[src/rtl/count_pkg.sv]
// Shared definitions for the push-button pulse generator and its downstream counter bench.
// State encoding is fixed so other benches can decode the exported state.
package count_pkg;

   typedef enum logic [1:0] {
      IDLE    = 2'd0,
      PRESSED = 2'd1,
      REPEAT  = 2'd2
   } state_e;

   localparam int DEF_DEBOUNCE_CYCLES = 4;
   localparam int DEF_HOLD_CYCLES     = 16;
   localparam int DEF_REPEAT_CYCLES   = 8;
   localparam int DEF_CNT_W           = 8;

endpackage : count_pkg

[src/rtl/count_pulse_gen_sync_debounce.sv]
// Two-flop synchronizer followed by a consecutive-sample debounce filter.
// dout_level only follows the synchronized input after it has differed for DEBOUNCE_CYCLES cycles.
module sync_debounce
   import count_pkg::*;
#(
   parameter int DEBOUNCE_CYCLES = DEF_DEBOUNCE_CYCLES,
   parameter int CNT_W           = DEF_CNT_W
) (
   input  logic clock,
   input  logic reset,
   input  logic din,
   output logic dout_level
);

   if (DEBOUNCE_CYCLES < 1 || DEBOUNCE_CYCLES > (2**CNT_W) - 1) begin : g_bad_debounce
      $error("sync_debounce: DEBOUNCE_CYCLES out of range for CNT_W");
   end

   localparam logic [CNT_W-1:0] DEB_LAST = CNT_W'(DEBOUNCE_CYCLES - 1);

   logic             s1_q, s2_q;
   logic             level_q, level_d;
   logic [CNT_W-1:0] deb_cnt_q, deb_cnt_d;

   // Any sample that agrees with the current level restarts the count.
   always_comb begin
      level_d   = level_q;
      deb_cnt_d = '0;
      if (s2_q != level_q) begin
         if (deb_cnt_q == DEB_LAST) begin
            level_d = s2_q;
         end else begin
            deb_cnt_d = deb_cnt_q + CNT_W'(1);
         end
      end
   end

   always_ff @(posedge clock or posedge reset) begin
      if (reset) begin
         s1_q      <= 1'b0;
         s2_q      <= 1'b0;
         level_q   <= 1'b0;
         deb_cnt_q <= '0;
      end else begin
         s1_q      <= din;
         s2_q      <= s1_q;
         level_q   <= level_d;
         deb_cnt_q <= deb_cnt_d;
      end
   end

   assign dout_level = level_q;

endmodule : sync_debounce

[src/rtl/count_pulse_gen.sv]
// Push-button to count_up pulse generator with hold-to-auto-repeat.
// One pulse on a debounced press, one after HOLD_CYCLES, then one every REPEAT_CYCLES while held.
module count_pulse_gen
   import count_pkg::*;
#(
   parameter int DEBOUNCE_CYCLES = DEF_DEBOUNCE_CYCLES,
   parameter int HOLD_CYCLES     = DEF_HOLD_CYCLES,
   parameter int REPEAT_CYCLES   = DEF_REPEAT_CYCLES,
   parameter int CNT_W           = DEF_CNT_W
) (
   input  logic       clock,
   input  logic       reset,
   input  logic       btn_raw,
   input  logic       enable,
   output logic       count_up,
   output logic       btn_level,
   output logic       repeat_active,
   output logic [1:0] state_dbg
);

   if (HOLD_CYCLES < 2 || HOLD_CYCLES > (2**CNT_W) - 1) begin : g_bad_hold
      $error("count_pulse_gen: HOLD_CYCLES out of range for CNT_W");
   end
   if (REPEAT_CYCLES < 2 || REPEAT_CYCLES > (2**CNT_W) - 1) begin : g_bad_repeat
      $error("count_pulse_gen: REPEAT_CYCLES out of range for CNT_W");
   end

   localparam logic [CNT_W-1:0] HOLD_LAST   = CNT_W'(HOLD_CYCLES - 1);
   localparam logic [CNT_W-1:0] REPEAT_LAST = CNT_W'(REPEAT_CYCLES - 1);

   state_e           state_q, state_d;
   logic [CNT_W-1:0] tmr_q, tmr_d;
   logic             btn_level_d_q;
   logic             count_up_q, count_up_d;
   logic             repeat_active_q, repeat_active_d;
   logic             rise;

   sync_debounce #(
      .DEBOUNCE_CYCLES (DEBOUNCE_CYCLES),
      .CNT_W           (CNT_W)
   ) u_sync_debounce (
      .clock      (clock),
      .reset      (reset),
      .din        (btn_raw),
      .dout_level (btn_level)
   );

   assign rise = btn_level & ~btn_level_d_q;

   always_ff @(posedge clock or posedge reset) begin
      if (reset) begin
         state_q <= IDLE;
         tmr_q   <= '0;
      end else begin
         state_q <= state_d;
         tmr_q   <= tmr_d;
      end
   end

   // Disable wins over everything; a release wins over a coincident timer expiry.
   always_comb begin
      state_d = state_q;
      tmr_d   = tmr_q;
      if (!enable) begin
         state_d = IDLE;
         tmr_d   = '0;
      end else begin
         case (state_q)
            IDLE: begin
               tmr_d = '0;
               if (rise) state_d = PRESSED;
            end
            PRESSED: begin
               if (!btn_level) begin
                  state_d = IDLE;
                  tmr_d   = '0;
               end else if (tmr_q == HOLD_LAST) begin
                  state_d = REPEAT;
                  tmr_d   = '0;
               end else begin
                  tmr_d = tmr_q + CNT_W'(1);
               end
            end
            REPEAT: begin
               if (!btn_level) begin
                  state_d = IDLE;
                  tmr_d   = '0;
               end else if (tmr_q == REPEAT_LAST) begin
                  tmr_d = '0;
               end else begin
                  tmr_d = tmr_q + CNT_W'(1);
               end
            end
            default: begin
               state_d = IDLE;
               tmr_d   = '0;
            end
         endcase
      end
   end

   always_comb begin
      count_up_d      = 1'b0;
      repeat_active_d = (state_q == REPEAT);
      if (enable) begin
         case (state_q)
            IDLE:    count_up_d = rise;
            PRESSED: count_up_d = btn_level && (tmr_q == HOLD_LAST);
            REPEAT:  count_up_d = btn_level && (tmr_q == REPEAT_LAST);
            default: count_up_d = 1'b0;
         endcase
      end
   end

   always_ff @(posedge clock or posedge reset) begin
      if (reset) begin
         btn_level_d_q   <= 1'b0;
         count_up_q      <= 1'b0;
         repeat_active_q <= 1'b0;
      end else begin
         btn_level_d_q   <= btn_level;
         count_up_q      <= count_up_d;
         repeat_active_q <= repeat_active_d;
      end
   end

   assign count_up      = count_up_q;
   assign repeat_active = repeat_active_q;
   assign state_dbg     = state_q;

endmodule : count_pulse_gen

[config.mk]
export PLATFORM = sky130hd
export DESIGN_NAME = count_pulse_gen
export DESIGN_NICKNAME = d
export VERILOG_FILES = /design/src/rtl/count_pkg.sv /design/src/rtl/count_pulse_gen_sync_debounce.sv /design/src/rtl/count_pulse_gen.sv
export SDC_FILE = /design/constraint.sdc
export NUM_CORES = 1
export LEC_CHECK = 0
export ABC_CLOCK_PERIOD_IN_PS = 1900
export BUFFER_PORTS_ARGS = -buffer_cell sky130_fd_sc_hd__buf_2
export CORE_UTILIZATION = 50
export DETAILED_ROUTE_END_ITERATION = 10
export MAX_ROUTING_LAYER = met4
export PLACE_DENSITY = 0.72
export SYNTH_ARGS = -nofsm -noshare
export SYNTH_HDL_FRONTEND = slang
export SYNTH_SLANG_ARGS = --single-unit
export TNS_END_PERCENT = 30
[constraint.sdc]
create_clock -name clock -period 1.9 [get_ports clock]
set_input_delay 0.19 -clock clock [delete_from_list [all_inputs] [get_ports clock]]
set_output_delay 0.19 -clock clock [all_outputs]
set_load 0.01 [all_outputs]
# After elaboration in Yosys (flattened, before gate mapping)
# Cells that the tools add are included.
# totals
register_bits	24
inputBits	4
# op_classes
reduce_logical	5
mux	16
n_addsub	2
bitwise_logic	2
n_eq_ne	9
# ops
cell	n
$mux W8	7
$add A8 B1 Y8 const B	2
$pmux W8 S2	1
$mux W2	5
$eq A8 B2 Y1 const B	1
$eq A8 B3 Y1 const B	1
$eq A8 B4 Y1 const B	1
$ne A3 B3 Y1 const B	2
$pmux W2 S3	1
$ne A4 B4 Y1 const B	1
$pmux W1 S3	1
$reduce_and A3 Y1	1
$eq A2 B1 Y1 const B	1
$eq A2 B2 Y1 const B	1
$logic_and A1 B1 Y1	2
$logic_not A2 Y1	1
$reduce_and A2 Y1	1
$and A1 B1 Y1	1
$mux W1	1
$ne A1 B1 Y1	1
$not A1 Y1	1

# Longest topological paths before layout
# logic_depth
word_depth	5
depth_mapped	5
depth_no_buf	5

# Hierarchy
# A second synthesis with hierarchy kept.
# hier_totals
cells_unflattened	115
area_unflattened_um2	1219.9
# by_module_without_submodules
mod	area_each_um2	n_inst	cells_per_inst	seq_area_each_um2
count_pulse_gen	723.2	1	70	325.3
sync_debounce	496.7	1	45	275.3

# Least setup slack after synthesis
# OpenSTA, ideal clock, no wires.
# synth_path
kind	reg-to-reg
startpoint	register state_q[0] (netlist: state_dbg[0])
endpoint	register state_q[0] (netlist: state_dbg[0])
path_stages_with_launch	6
required_ns	1.784
synth_period_minus_slack_ns	1.623
arrival_time_ns	1.507
setup_slack_ns	0.277
cell_sequence	dfrtp_1 -> inv_1 -> ha_1 -> and4b_1 -> a2111o_1 -> o311ai_0
# synth_between
elab_chain_len	3
word_cells_on_any_way	9
classes_between	5 x eq/ne; 2 x mux; 2 x reduce/logical
# synth_lines
item	line	text
start, declared	count_pulse_gen.sv:31	state_e state_q, state_d;
start signal, assigned	count_pulse_gen.sv:55	state_q <= state_d;
$eq A2 B2 Y1 *	n/a	
via repeat_active_d	count_pulse_gen.sv:35	logic repeat_active_q, repeat_active_d;
$ne A3 B3 Y1 (no line) / $pmux W2 S3 (equally long branches)	n/a	
$reduce_and A3 Y1 (no line) / $mux W2 (equally long branches)	n/a	
# Mark *: on every way through the listed nets, which the timed path passes. The rest lies on a longest branch.
# A chain may end at the register's enable or synchronous reset.

# Worst setup path in the final report
# Same ends and word-level chain as after synthesis.

==> metrics.md <==
| Metric | Value |
|---|---|
| Final slew viol count | 0 |
| Starting density of the core | 0.544 |
| Vias per cell | between 5 and 6 |
| Reg-to-Reg Start | state_dbg[0] |
| Worst setup margin | between 0.1 and 0.15 ns |
| Worst slew margin | 0.582 |
| End of the critical path | state_dbg[0] |
| Largest net degree at the start of global routing | 25 |
| Asr flop ratio synth | 1.00 |
| Met1 track demand over resource | 0.259 |
| WP depth | 5 |
| First-pass DRT Iterations | 4 |
| Final clock skew | between 0.005 and 0.006 ns |
| Diode count | 0 |
| First-pass GRT wire length | 3680 um |
| Mapped Cells | ~110 |
| CTS resizes | 0 |
| DRC Markers | 0 |
| Worst Path Max Fanout | 6 |
| CTS buffer count | 3 |
| Power per Cell Area | 959 mW/mm^2 |
| Synth warnings | 0 |
| Die area | 0.00265 sq mm |
| Slowest stage delay, CP | ~0.45 ns |
| CP required | between 2 and 2.5 ns |
| Worst-Margin Slew | approximately 0.62 ns |
| Clock slew at reported path FFs | ~0.13 ns |
| Hpwl dp | about 1500 um |
| Syn avg cell area | 10.9 sq um |
| Fmax | ~560 MHz |
| Largest family of logic cells by synthesized area | simple AND/OR/NAND/NOR gates |
| Fin Setup TNS | 0 ns |
| Via count | 880 |
| Die height | between 50 and 60 um |
| Flop-to-flop setup slack | around 0.12 ns |
| I/O pins | 9 |
| Avg WL per Cell | 13.6 um |
| Worst Setup End Kind | flip-flop |
| Row Count | 17 |
| Global routing's busiest layer | met2 |
| Post-synthesis sequential area ratio | 0.490 |
| EDFF count, synth | 0 |
| Crit path max-delay cell type | dfrtp_1 |
| Met2 Usage GRT | 0.288 |
| Most common flop cell mapped by yosys | dfrtp_1 |
| Mux cell area share after synthesis | 0.00918 |
| Leakage | slightly above 0.6 nW |
| Post-Syn Nets | between 100 and 150 |
| Max-cap violations | 0 |
| Share of cells above drive strength 1 | 0.167 |
| DR iter-0 viols | 10 |
| XOR/XNOR share of the synthesized area | 0.0571 |
| CTS tree | done |
| Area delta synth->final | 11.7% |
| Final setup viols | 0 |
| Crit path DAT | just under 2 ns |
| CTS max path bufs | 2 |
| Global Route Usage Sum | 0.189 |
| CP startpoint | state_dbg[0] |
| CTS Sinks | 24 |
| Post-Synth Simple-Gate Area | 0.180 |
| Critical path, cell by cell | inv_1, ha_1, and4b_1, a2111o_1, o311ai_0 |
| Wirelength, routed | ~2100 um |
| Dpl ws | ~0.16 ns |
| Outcome | finished clean |
| Core Area | 0.00225 sq mm |
| RSZ-0062 raised after global routing | false |
| Netlist cell types | 35 |
| Critical path startpoint category | flip-flop |
| Synth Area in Adders | 0.0612 |
| Depth of the CTS H-tree | 1 |
| Clock Tree Root | clkbuf_4 |
| Worst vdd ir | 0.698 mV |
| Final net count | roughly 140 |
| Clock latency on the worst-skew pair | 0.31 ns |
| Non-Filler Instances | between 150 and 200 |
| Final Cycle Share | 0.935 |
| Placed Cells | ~150 |
| Met3 usage | 0.0263 |
| WS Path Type | flip-flop to flip-flop |
| CP delay by family, top | compound AO/OA/AOI/OAI gates |
| Compound-Gate Fraction of Synth Area | 0.176 |
| Buffers & Inverters on Critical Path | 1 |
| Post-synthesis register bit count | 24 |
| Vias in the first global route | 870 |
| Placer Congestion | 0.844 |
| Mapped Area | ~0.0012 sq mm |
| Antenna violations before repair | 0 |
| Tmin final | ~1.8 ns |
| GRT overflow | 0 |
| Routed Antenna Nets | 0 |
| Final hold vios | 0 |
| Reg2Reg Depth | 5 |
| Die Wd | between 50 and 60 um |
| Worst hold path type | input port to flip-flop |
| Input/output buffers | 8 |
| FF-to-FF End | state_dbg[0] |
[cells by family (layout without fill, tap and decap cells)]
family,Yosys count,in the layout
AOI/OAI and AO/OA,26,26
DFF,24,24
buffers and inverters,7,21
and+or+nand+nor,40,40
xor gates and xnor gates,8,8
adders and majority gates,6,6
muxes,1,1
[metal layers]
layer	vias up	share of wire	routed length, um
li1	436	-	-
met1	432	0.50	1060
met2	10	0.47	989
met3	2	0.019	40
met4	0	0.0057	12
met5	-	0	0
[area by class of cell]
class	instances	area, sq um
fill	189	885
clock buffer	3	22.5
multi-input combinational	81	592
inverter	6	22.5
clock inverter	1	30.0
tap	28	35.0
timing repair buffer	11	67.6
sequential	24	601
[Yosys cell counts, drive strengths merged, types with 2 or more instances]
library cell / n / area share
nand2: 7 / 0.021
ha: 6 / 0.061
or3: 5 / 0.027
a22oi: 3 / 0.018
inv: 6 / 0.018
or4: 2 / 0.015
nor2: 8 / 0.024
a21oi: 7 / 0.029
o21ai: 5 / 0.020
xor2: 6 / 0.043
dfrtp: 24 / 0.49
o311ai: 3 / 0.050
nand3: 8 / 0.033
nand2b: 2 / 0.010
xnor2: 2 / 0.014
nor4: 2 / 0.010
[through the flow]
step / total power [mW] / hold slack (ns) / instance area (sq um) / util
2_1_floorplan: 0.868 / 0.205 / 1230 / -
3_3_place_gp: 0.948 / 0.246 / 1300 / 0.575
3_5_place_dp: 0.957 / 0.248 / 1300 / 0.575
4_1_cts: 1.33 / 0.120 / 1370 / 0.608
5_1_grt: 1.40 / 0.116 / 1370 / 0.608
6_report: 1.31 / 0.135 / 1370 / 0.608
[layout by cell type, fill, tap and decap left out, types with 2 or more instances in the layout]
cell type / count
a21oi_1: 7
a22oi_1: 3
buf_2: 8
clkbuf_4: 3
dfrtp_1: 24
dlygate4sd3_1: 2
ha_1: 6
inv_1: 6
nand2_1: 7
nand2b_1: 2
nand3_1: 8
nor2_1: 8
nor4_1: 2
o21ai_0: 5
o311ai_4: 2
or3_1: 4
xnor2_1: 2
xor2_1: 6
[where the power goes]
group          switching [mW]  internal [mW]  total (mW)
Combinational           0.172          0.131       0.303
Sequential             0.0744          0.570       0.644
Clock                   0.153          0.213       0.366
[what timing repair did]
action                                  4_1_cts  5_1_grt
hold buffers                                  2        0
setup buffers                                 0        0
endpoints found under the setup margin        0        0
hold endpoints to repair                     25        0
[worst min path at each step]
| stage | from | to | slack (ns) | cells past startpoint |
|---|---|---|---|---|
| after floorplan | reset | btn_level_d_q | 0.20 | 1 |
| after global placement | reset | u_sync_debounce.deb_cnt_q[0] | 0.25 | 3 |
| after detailed placement | reset | u_sync_debounce.deb_cnt_q[0] | 0.25 | 3 |
| after CTS | enable | state_dbg[1] | 0.12 | 2 |
| after global routing | enable | state_dbg[1] | 0.12 | 2 |
| final | enable | state_dbg[1] | 0.14 | 2 |
[state kept, by name, summed over array words and instances, names as in the netlist]
register and count:
repeat_active 1, u_sync_debounce.dout_level 1, btn_level_d_q 1, tmr_q 8
state_dbg 2, u_sync_debounce.s2_q 1, u_sync_debounce.deb_cnt_q 8, count_up 1
u_sync_debounce.s1_q 1
Power figures use the tool's default switching activity.
